--- config.mk ---
export PLATFORM = sky130hd
export DESIGN_NAME = move_gen_sequencer
export DESIGN_NICKNAME = d
export VERILOG_FILES = /design/src/rtl/chess_pkg.sv /design/src/rtl/sat_counter.sv /design/src/rtl/move_gen_sequencer.sv
export SDC_FILE = /design/constraint.sdc
export NUM_CORES = 1
export LEC_CHECK = 0
export ABC_AREA = 1
export CORE_MARGIN = 5
export CORE_UTILIZATION = 48
export DETAILED_ROUTE_END_ITERATION = 10
export PLACE_DENSITY = 0.8
export SLEW_MARGIN = 15
export SYNTH_ARGS = -nofsm -noshare
export SYNTH_HDL_FRONTEND = slang
export SYNTH_SLANG_ARGS = --single-unit
--- constraint.sdc ---
create_clock -name clk -period 1.5 [get_ports clk]
set_input_delay 0.15 -clock clk [delete_from_list [all_inputs] [get_ports clk]]
set_output_delay 0.15 -clock clk [all_outputs]
set_load 0.01 [all_outputs]
--- src/rtl/chess_pkg.sv ---
// rtl/chess_pkg.sv - shared piece codes, board constants and sequencer state encodings
package chess_pkg;

   localparam int NUM_SQUARES = 64;
   localparam int COLOR_BIT   = 3;

   localparam logic WHITE = 1'b0;
   localparam logic BLACK = 1'b1;

   typedef enum logic [2:0] {
      PIECE_EMPTY   = 3'd0,
      PIECE_PAWN    = 3'd1,
      PIECE_KNIGHT  = 3'd2,
      PIECE_BISHOP  = 3'd3,
      PIECE_ROOK    = 3'd4,
      PIECE_QUEEN   = 3'd5,
      PIECE_KING    = 3'd6,
      PIECE_ILLEGAL = 3'd7
   } pieceType_t;

   localparam logic [2:0] S_IDLE     = 3'd0;
   localparam logic [2:0] S_READ     = 3'd1;
   localparam logic [2:0] S_WAIT     = 3'd2;
   localparam logic [2:0] S_CHECK    = 3'd3;
   localparam logic [2:0] S_ISSUE    = 3'd4;
   localparam logic [2:0] S_GEN_WAIT = 3'd5;
   localparam logic [2:0] S_NEXT     = 3'd6;
   localparam logic [2:0] S_FINISH   = 3'd7;

   // The illegal type code is deliberately treated like an empty square.
   function automatic logic isOwnPiece(input logic [3:0] code, input logic sideToMove);
      pieceType_t pType;
      pType = pieceType_t'(code[2:0]);
      return (pType != PIECE_EMPTY) && (pType != PIECE_ILLEGAL) && (code[COLOR_BIT] == sideToMove);
   endfunction

endpackage

--- src/rtl/sat_counter.sv ---
// rtl/sat_counter.sv - saturating counter with clear, increment and sticky overflow
module sat_counter #(
   parameter int WIDTH = 8,
   parameter int MAX   = 255
) (
   input  logic             clk,
   input  logic             reset,
   input  logic             clear,
   input  logic             inc,
   output logic [WIDTH-1:0] count,
   output logic             overflow
);

   always_ff @(posedge clk) begin
      if (reset || clear) begin
         count    <= '0;
         overflow <= 1'b0;
      end else if (inc) begin
         if (count == WIDTH'(MAX)) begin
            overflow <= 1'b1;
         end else begin
            count <= count + 1'b1;
         end
      end
   end

endmodule

--- src/rtl/move_gen_sequencer.sv ---
// rtl/move_gen_sequencer.sv - scans the board RAM and hands own pieces to the move generator
module move_gen_sequencer
   import chess_pkg::*;
#(
   parameter int RD_LATENCY = 1,
   parameter int MAX_MOVES  = 255
) (
   input  logic       clk,
   input  logic       reset,
   input  logic       start,
   input  logic       abort,
   input  logic       side,
   output logic       board_rd_en,
   output logic [5:0] board_addr,
   input  logic [3:0] board_rd_data,
   output logic       gen_valid,
   input  logic       gen_ready,
   output logic [5:0] gen_square,
   output logic [3:0] gen_piece,
   input  logic       gen_done,
   input  logic       move_valid,
   output logic       busy,
   output logic       done,
   output logic [7:0] move_count,
   output logic       overflow
);

   logic [2:0] state;
   logic [5:0] sq;
   logic       sideReg;
   logic [3:0] pieceReg;
   logic [1:0] waitCnt;
   logic       startAccept;

   assign startAccept = (state == S_IDLE) && start && !abort;

   always_ff @(posedge clk) begin
      if (reset) begin
         state    <= S_IDLE;
         sq       <= '0;
         sideReg  <= 1'b0;
         pieceReg <= '0;
         waitCnt  <= '0;
      end else if (abort) begin
         state <= S_IDLE;
      end else begin
         case (state)
            S_IDLE: begin
               if (start) begin
                  sideReg <= side;
                  sq      <= '0;
                  state   <= S_READ;
               end
            end
            S_READ: begin
               waitCnt <= '0;
               state   <= S_WAIT;
            end
            S_WAIT: begin
               if (waitCnt == 2'(RD_LATENCY - 1)) begin
                  state <= S_CHECK;
               end else begin
                  waitCnt <= waitCnt + 1'b1;
               end
            end
            S_CHECK: begin
               pieceReg <= board_rd_data;
               state    <= isOwnPiece(board_rd_data, sideReg) ? S_ISSUE : S_NEXT;
            end
            S_ISSUE: begin
               if (gen_ready) begin
                  state <= gen_done ? S_NEXT : S_GEN_WAIT;
               end
            end
            S_GEN_WAIT: begin
               if (gen_done) begin
                  state <= S_NEXT;
               end
            end
            S_NEXT: begin
               if (sq == 6'(NUM_SQUARES - 1)) begin
                  state <= S_FINISH;
               end else begin
                  sq    <= sq + 1'b1;
                  state <= S_READ;
               end
            end
            S_FINISH: state <= S_IDLE;
            default:  state <= S_IDLE;
         endcase
      end
   end

   // Outputs decode only registered state so no input reaches an output combinationally.
   assign board_rd_en = (state == S_READ);
   assign board_addr  = sq;
   assign gen_valid   = (state == S_ISSUE);
   assign gen_square  = sq;
   assign gen_piece   = pieceReg;
   assign busy        = (state != S_IDLE);
   assign done        = (state == S_FINISH);

   sat_counter #(
      .WIDTH (8),
      .MAX   (MAX_MOVES)
   ) moveCounter (
      .clk      (clk),
      .reset    (reset),
      .clear    (startAccept),
      .inc      (move_valid && (state != S_IDLE)),
      .count    (move_count),
      .overflow (overflow)
   );

endmodule

==> results_dict.tcl, run 1 <==
set metrics [dict create \
    outcome "complete, no violations" \
    gr-total-overflow 0 \
    synth_flop_cell "dfxtp_1" \
    end_kind "primary output" \
    yosysSeqAreaShare_pct 33.4 \
    yosysUniqueCellTypes 28 \
    period_share_pct 97.6 \
    vias 1471 \
    grt_pass1_wl_um 5760 \
    drv_cap 0 \
    synth_top_family_by_area "simple AND/OR/NAND/NOR gates" \
    drt_first_pass_iters 4 \
    cp_cell_sequence "nor2_4 -> buf_4 -> nand2_4 -> dlygate4sd2_1" \
    synth_adder_area_share_pct 2.50 \
    yosysWarnings 0 \
    core_um2 3030 \
    clk_pin_slew_worst_paths_ns 0.15 \
    max_freq_ghz 0.683 \
    finalHoldViolCount 0 \
    peakVddDrop_v 0.000868 \
    place.gp.congestion 0.864 \
    synth_top_area_cell "dfxtp_1" \
    fin_nets 283 \
    muxShareOfSynthArea_pct 0 \
    tightest_slew_ns 0.272 \
    route.detailed.drc 0 \
    dp.cells 306 \
    final_cells 311 \
    power.leakage_nw 0.902 \
    place_area_um2 1960 \
    crit_start "state[1]$_SDFFE_PP0P_" \
    rsz0062_at_grt "yes" \
    synthesis.instances 222 \
    start_util_pct 49.5 \
    start_kind "register" \
    drive_gt1_share_pct 19.9 \
    numCtsBuffers 3 \
    critPathRequiredTime_ns 1.35 \
    skew_ns 0.00207 \
    wl_per_cell_um 11.0 \
    critPathKind "reg -> out" \
    cts-root-buf "clkbuf_4" \
    min_from "side" \
    clk_latency_ns 0.32 \
    hpwlAfterDp_um 2600 \
    arrival_ns 1.31 \
    num_rows 20 \
    grt_max_degree 16 \
    cts_tree "done" \
    drtAntennaViolNets 0 \
    p_switching_uw 325 \
    yosys-top-cells-area "dfxtp_1 (33%), nand2_1 (13%), nor2_1 (7.5%), a21oi_1 (6.3%), inv_1 (5.5%)" \
    syn_nets 237 \
    die_y_um 65.9 \
    synth_edf_count 0 \
    setup_viol 0 \
    finalInstanceArea_um2 2020 \
    slew_headroom_pct 81.8 \
    clk_path_buf_depth 2 \
    slowest_delay_ns 0.38 \
    seqPwrFrac_pct 57.8 \
    crit_fanout 4 \
    hp-class "in -> reg" \
    syn_area_per_cell_um2 6.76 \
    powerDensity_nw_per_um2 582 \
    synth_xor_area_share_pct 3.50 \
    synthSimpleGateAreaFrac_pct 37.5 \
    cts.htree.levels 1 \
    antennaDiodeCount 0 \
    r2r-start "state[0]$_SDFFE_PP0P_" \
    yosys_register_bits 25 \
    setup_ws_ns 0.0365 \
    slew_viol_final 0 \
    die_width_um 65.9 \
    preCtsSetupSlack_ns 0.0759 \
    synth_top_area_share_pct 33.4 \
    portBuffers 40 \
    grt_pass1_vias 1355 \
    grt_usage_pct 16.8 \
    synth_compound_area_share_pct 11.3 \
    clock-sinks 25 \
    drt_iter0_markers 85 \
    final.setup.tns_ns 0 \
    grt_antenna_before_repair 0 \
    p_int_uw 850 \
    viasPerCell 4.73 \
    p_comb_share_pct 14.8 \
    synthTopCellsByCount "nand2_1 (53), nor2_1 (30), dfxtp_1 (25)" \
    yosys.cell_count.top_type "nand2_1" \
    ioPinCount 41 \
    post-route-min-period_ns 1.46 \
    area_growth_pct 34.6 \
    dieArea_um2 4340 \
    crit_slowest_cell "dfxtp_2" \
    swShare_pct 27.7 \
    p_clk_share_pct 27.3 \
    totalWireLength_um 3410 \
    synthArstFlopShare_pct 0 \
    whs_ns 0.348 \
    synth_area_um2 1500 \
]
==> metrics by stage <==
stage | utilization, % | power, mW
after floorplan | - | 0.793
after global placement | 64.6 | 0.865
after detailed placement | 64.6 | 0.867
after CTS | 65.8 | 1.19
after global routing | 66.7 | 1.24
final | 66.7 | 1.17
==> cell families (layout without fill, tap and decap cells) <==
group	count (synthesis)	count (layout)
compound gates	33	33
xor+xnor	6	6
fa+ha+maj	3	3
buf+inv	38	83
flops	25	25
simple gates	117	117
==> final cells by class <==
class | instances | area, um^2
Timing Repair Buffer | 49 | 467
Clock buffer | 3 | 22.5
Inverter | 30 | 118
Fill cell | 280 | 1010
Tap cell | 44 | 55.1
Sequential cell | 25 | 520
Clock inverter | 1 | 7.51
Multi-Input combinational cell | 159 | 830
==> flip-flops by register name, summed over array words and instances (netlist names) <==
register,cells
board_addr,6
gen_piece,4
moveCounter.count,8
waitCnt,2
moveCounter.overflow,1
sideReg,1
state,3
==> power groups by stage <==
stage	Combinational (mW)	Sequential, mW	Clock [mW]
after floorplan	0.0974	0.695	0
after CTS	0.172	0.681	0.335
after global routing	0.193	0.680	0.366
after global placement	0.172	0.694	0
final	0.174	0.679	0.321
after detailed placement	0.173	0.694	0
==> what timing repair did <==
item | CTS | global route
hold buffers | 0 | 0
resized for setup | 14 | 15
buffers inserted | 0 | 1
setup endpoints to repair | 18 | 13
pin swaps | 0 | 1
endpoints found under the hold margin | 0 | 0
==> layer usage <==
metal	global-route usage [%]	routed length, um
met1	19.3	1520
met2	30.7	1650
met3	4.42	199
met4	3.89	39
met5	0	0
==> layout by cell type (no fill, tap or decap) <==
cell,Yosys,routed
nand2_1,53,53
clkdlybuf4s50_1,0,30
nor2_1,30,29
inv_1,22,22
a21oi_1,19,19
dfxtp_2,0,13
dfxtp_1,25,11
nand3_1,10,10
o21ai_0,9,9
buf_4,6,9
inv_2,7,7
nand4_1,6,6
dlygate4sd2_1,0,5
nand2_2,4,4
nor2_2,4,4
xor2_1,4,4
dlymetal6s2s_1,0,4
nand2_4,3,3
o21ai_1,3,3
ha_1,3,3
clkbuf_4,0,3
nand3_4,2,2
xnor2_1,2,2
nor2_4,0,1
nor3_1,1,1
nor3_4,1,1
o21bai_1,1,1
nor3_2,1,1
a31oi_1,1,1
nand3b_1,1,1
clkinv_4,1,1
or2_2,1,1
dfxtp_4,0,1
clkinvlp_4,0,1
clkbuf_2,0,1
==> worst max-delay path, delay by kind of cell (launching register included) <==
kind	cells	cell delay, ns
flip-flops	1	0.38
buffers and inverters	2	0.43
AND/OR/NAND/NOR	2	0.18
==> worst paths after layout <==
check	cells after the start	endpoint	slack (ns)
max	4	busy	0.04
min	3	sideReg$_SDFFE_PP0P_	0.35
max reg2reg	9	board_addr[5]$_SDFFE_PP0P_	0.14
min reg2reg	2	moveCounter.overflow$_SDFFE_PP0P_	0.49
Power figures use the tool's default switching activity.
==> run 2, diff against run 1 <==
Settings changed: CORE_MARGIN 5 to 4, HOLD_SLACK_MARGIN from default to 0.03.
==> run 2 against run 1 <==
Compared with the run above:
- power shrank 1.5%
- flip-flop and latch count is the same
- non-clock buffer count decreased by 1
- routed wire length fell by 3.8%
- final area shrank 0.43%
- critical path type unchanged
- sequential power shrank 0.6%
- largest power group unchanged
==> results_dict.tcl, run 2 (synthesis results as in run 1) <==
set metrics [dict create \
    wl_per_cell_um 10.6 \
    finalHoldViolCount 0 \
    cts-root-buf "clkbuf_4" \
    peakVddDrop_v 0.000312 \
    layout_common_cells "nand2_1 (53), clkdlybuf4s50_1 (31), nor2_1 (29), inv_1 (22), a21oi_1 (19)" \
    die_y_um 63.9 \
    crit_fanout 8 \
    grt_antenna_before_repair 0 \
    regMostFlops "moveCounter.count" \
    antennaDiodeCount 0 \
    grt_pass1_vias 1415 \
    r2r_cells 6 \
    portBuffers 40 \
    setup_ws_ns 0.0690 \
    clock-sinks 25 \
    period_share_pct 95.4 \
    cts.htree.levels 1 \
    cts_setup_buffers 0 \
    r2r-start "board_addr[0]$_SDFFE_PP0P_" \
    post-route-min-period_ns 1.43 \
    drtAntennaViolNets 0 \
    final_util_pct 66.4 \
    crit_slowest_cell "clkdlybuf4s50_1" \
    start_util_pct 49.5 \
    cp_num_buf_inv 1 \
    start_kind "register" \
    final_common_cell "nand2_1" \
    arrival_ns 1.28 \
    grt_usage_pct 17.8 \
    num_rows 20 \
    place.gp.congestion 0.816 \
    total_power_mw 1.16 \
    hpwlAfterDp_um 2590 \
    fin_nets 282 \
    clk_pin_slew_worst_paths_ns 0.14 \
    viasPerCell 4.91 \
    final.fill_count 307 \
    powerDensity_nw_per_um2 575 \
    outcome "complete, no violations" \
    preCtsSetupSlack_ns 0.0927 \
    grt_max_degree 15 \
    slew_headroom_pct 82.5 \
    postCtsHoldBufs 0 \
    drive_gt1_share_pct 18.8 \
    hp-class "in -> reg" \
    area_growth_pct 34.0 \
    slew_viol_final 0 \
    hold_depth 3 \
    end_kind "primary output" \
    critPathTopFamily "buffers and inverters" \
    dieArea_um2 4080 \
    ioPinCount 41 \
    tightest_slew_ns 0.262 \
    finalInstanceArea_um2 2010 \
    clk_path_buf_depth 2 \
    die_width_um 63.9 \
    place_area_um2 1960 \
    power.leakage_nw 0.850 \
    drv_cap 0 \
    min_to "sideReg$_SDFFE_PP0P_" \
    route.detailed.drc 0 \
    min_from "side" \
    reg2reg_setup_slack_ns 0.10 \
    rsz0062_at_grt "no" \
    clk_latency_ns 0.32 \
    grt_pass1_wl_um 6000 \
    cts_tree "done" \
    critPathRequiredTime_ns 1.35 \
    slowest_delay_ns 0.55 \
    setup_viol 0 \
    largest_reg_flops 8 \
    critPathKind "reg -> out" \
    numCtsBuffers 3 \
    vias 1522 \
    gr-total-overflow 0 \
    core_um2 3030 \
    max_freq_ghz 0.699 \
    skew_ns 0.00405 \
    totalWireLength_um 3280 \
    final.setup.tns_ns 0 \
    drt_first_pass_iters 4 \
    drt_iter0_markers 91 \
    cp_cell_sequence "clkdlybuf4s50_1" \
    r2r_end "board_addr[4]$_SDFFE_PP0P_" \
]
[run 2: changes by cell type in the layout (fill, tap and decap cells not counted), moves of 2 or more]
cell,delta
dfxtp_4,+3
dfxtp_2,-5
dfxtp_1,+2
dlymetal6s2s_1,-3
[run 2: stage by stage]
step	cells	hold slack, ns
floorplan	222	0.278
global placement	306	0.456
detailed placement	306	0.463
CTS	310	0.358
global route	310	0.365
finish	310	0.366
[run 2: layout make-up]
cell class / instances / area (um^2) / area share (%)
multi-input combinational: 159 / 835 / 41.5
sequential: 25 / 526 / 26.1
timing repair buffer: 48 / 450 / 22.4
inverter: 30 / 118 / 5.85
clock buffer: 3 / 22.5 / 1.12
tap: 44 / 55.1 / 2.74
clock inverter: 1 / 5.00 / 0.249
[run 2: layer usage]
layer / wire length (um) / share of wire [%] / global-route usage, % / vias up
met5: 0 / 0 / 0 / -
met4: 48 / 1.5 / 5.66 / 0
met3: 168 / 5.1 / 3.87 / 7
met2: 1600 / 49 / 29.5 / 32
met1: 1470 / 45 / 22.7 / 691
li1: - / - / - / 792
[run 2: worst max path at each step]
stage / startpoint / to / depth (start not counted)
after floorplan: board_addr[1]$_SDFFE_PP0P_ / board_addr[4]$_SDFFE_PP0P_ / 6
after global placement: start / state[0]$_SDFFE_PP0P_ / 8
after detailed placement: moveCounter.count[1]$_SDFFE_PP0P_ / moveCounter.count[1]$_SDFFE_PP0P_ / 8
after CTS: moveCounter.count[0]$_SDFFE_PP0P_ / move_count[0] / 2
after global routing: moveCounter.count[7]$_SDFFE_PP0P_ / move_count[7] / 1
final: board_addr[4]$_SDFFE_PP0P_ / board_addr[4] / 1
[run 2: power breakdown]
group / leakage (nW) / switching, mW / internal, mW
Combinational: 0.623 / 0.0947 / 0.0750
Clock: 0.0177 / 0.211 / 0.100
Sequential: 0.209 / 0.00813 / 0.667
[run 2: repair_timing]
action / CTS / global route
endpoints found under the hold margin: 0 / 0
resized for setup: 19 / 12
endpoints found under the setup margin: 18 / 18
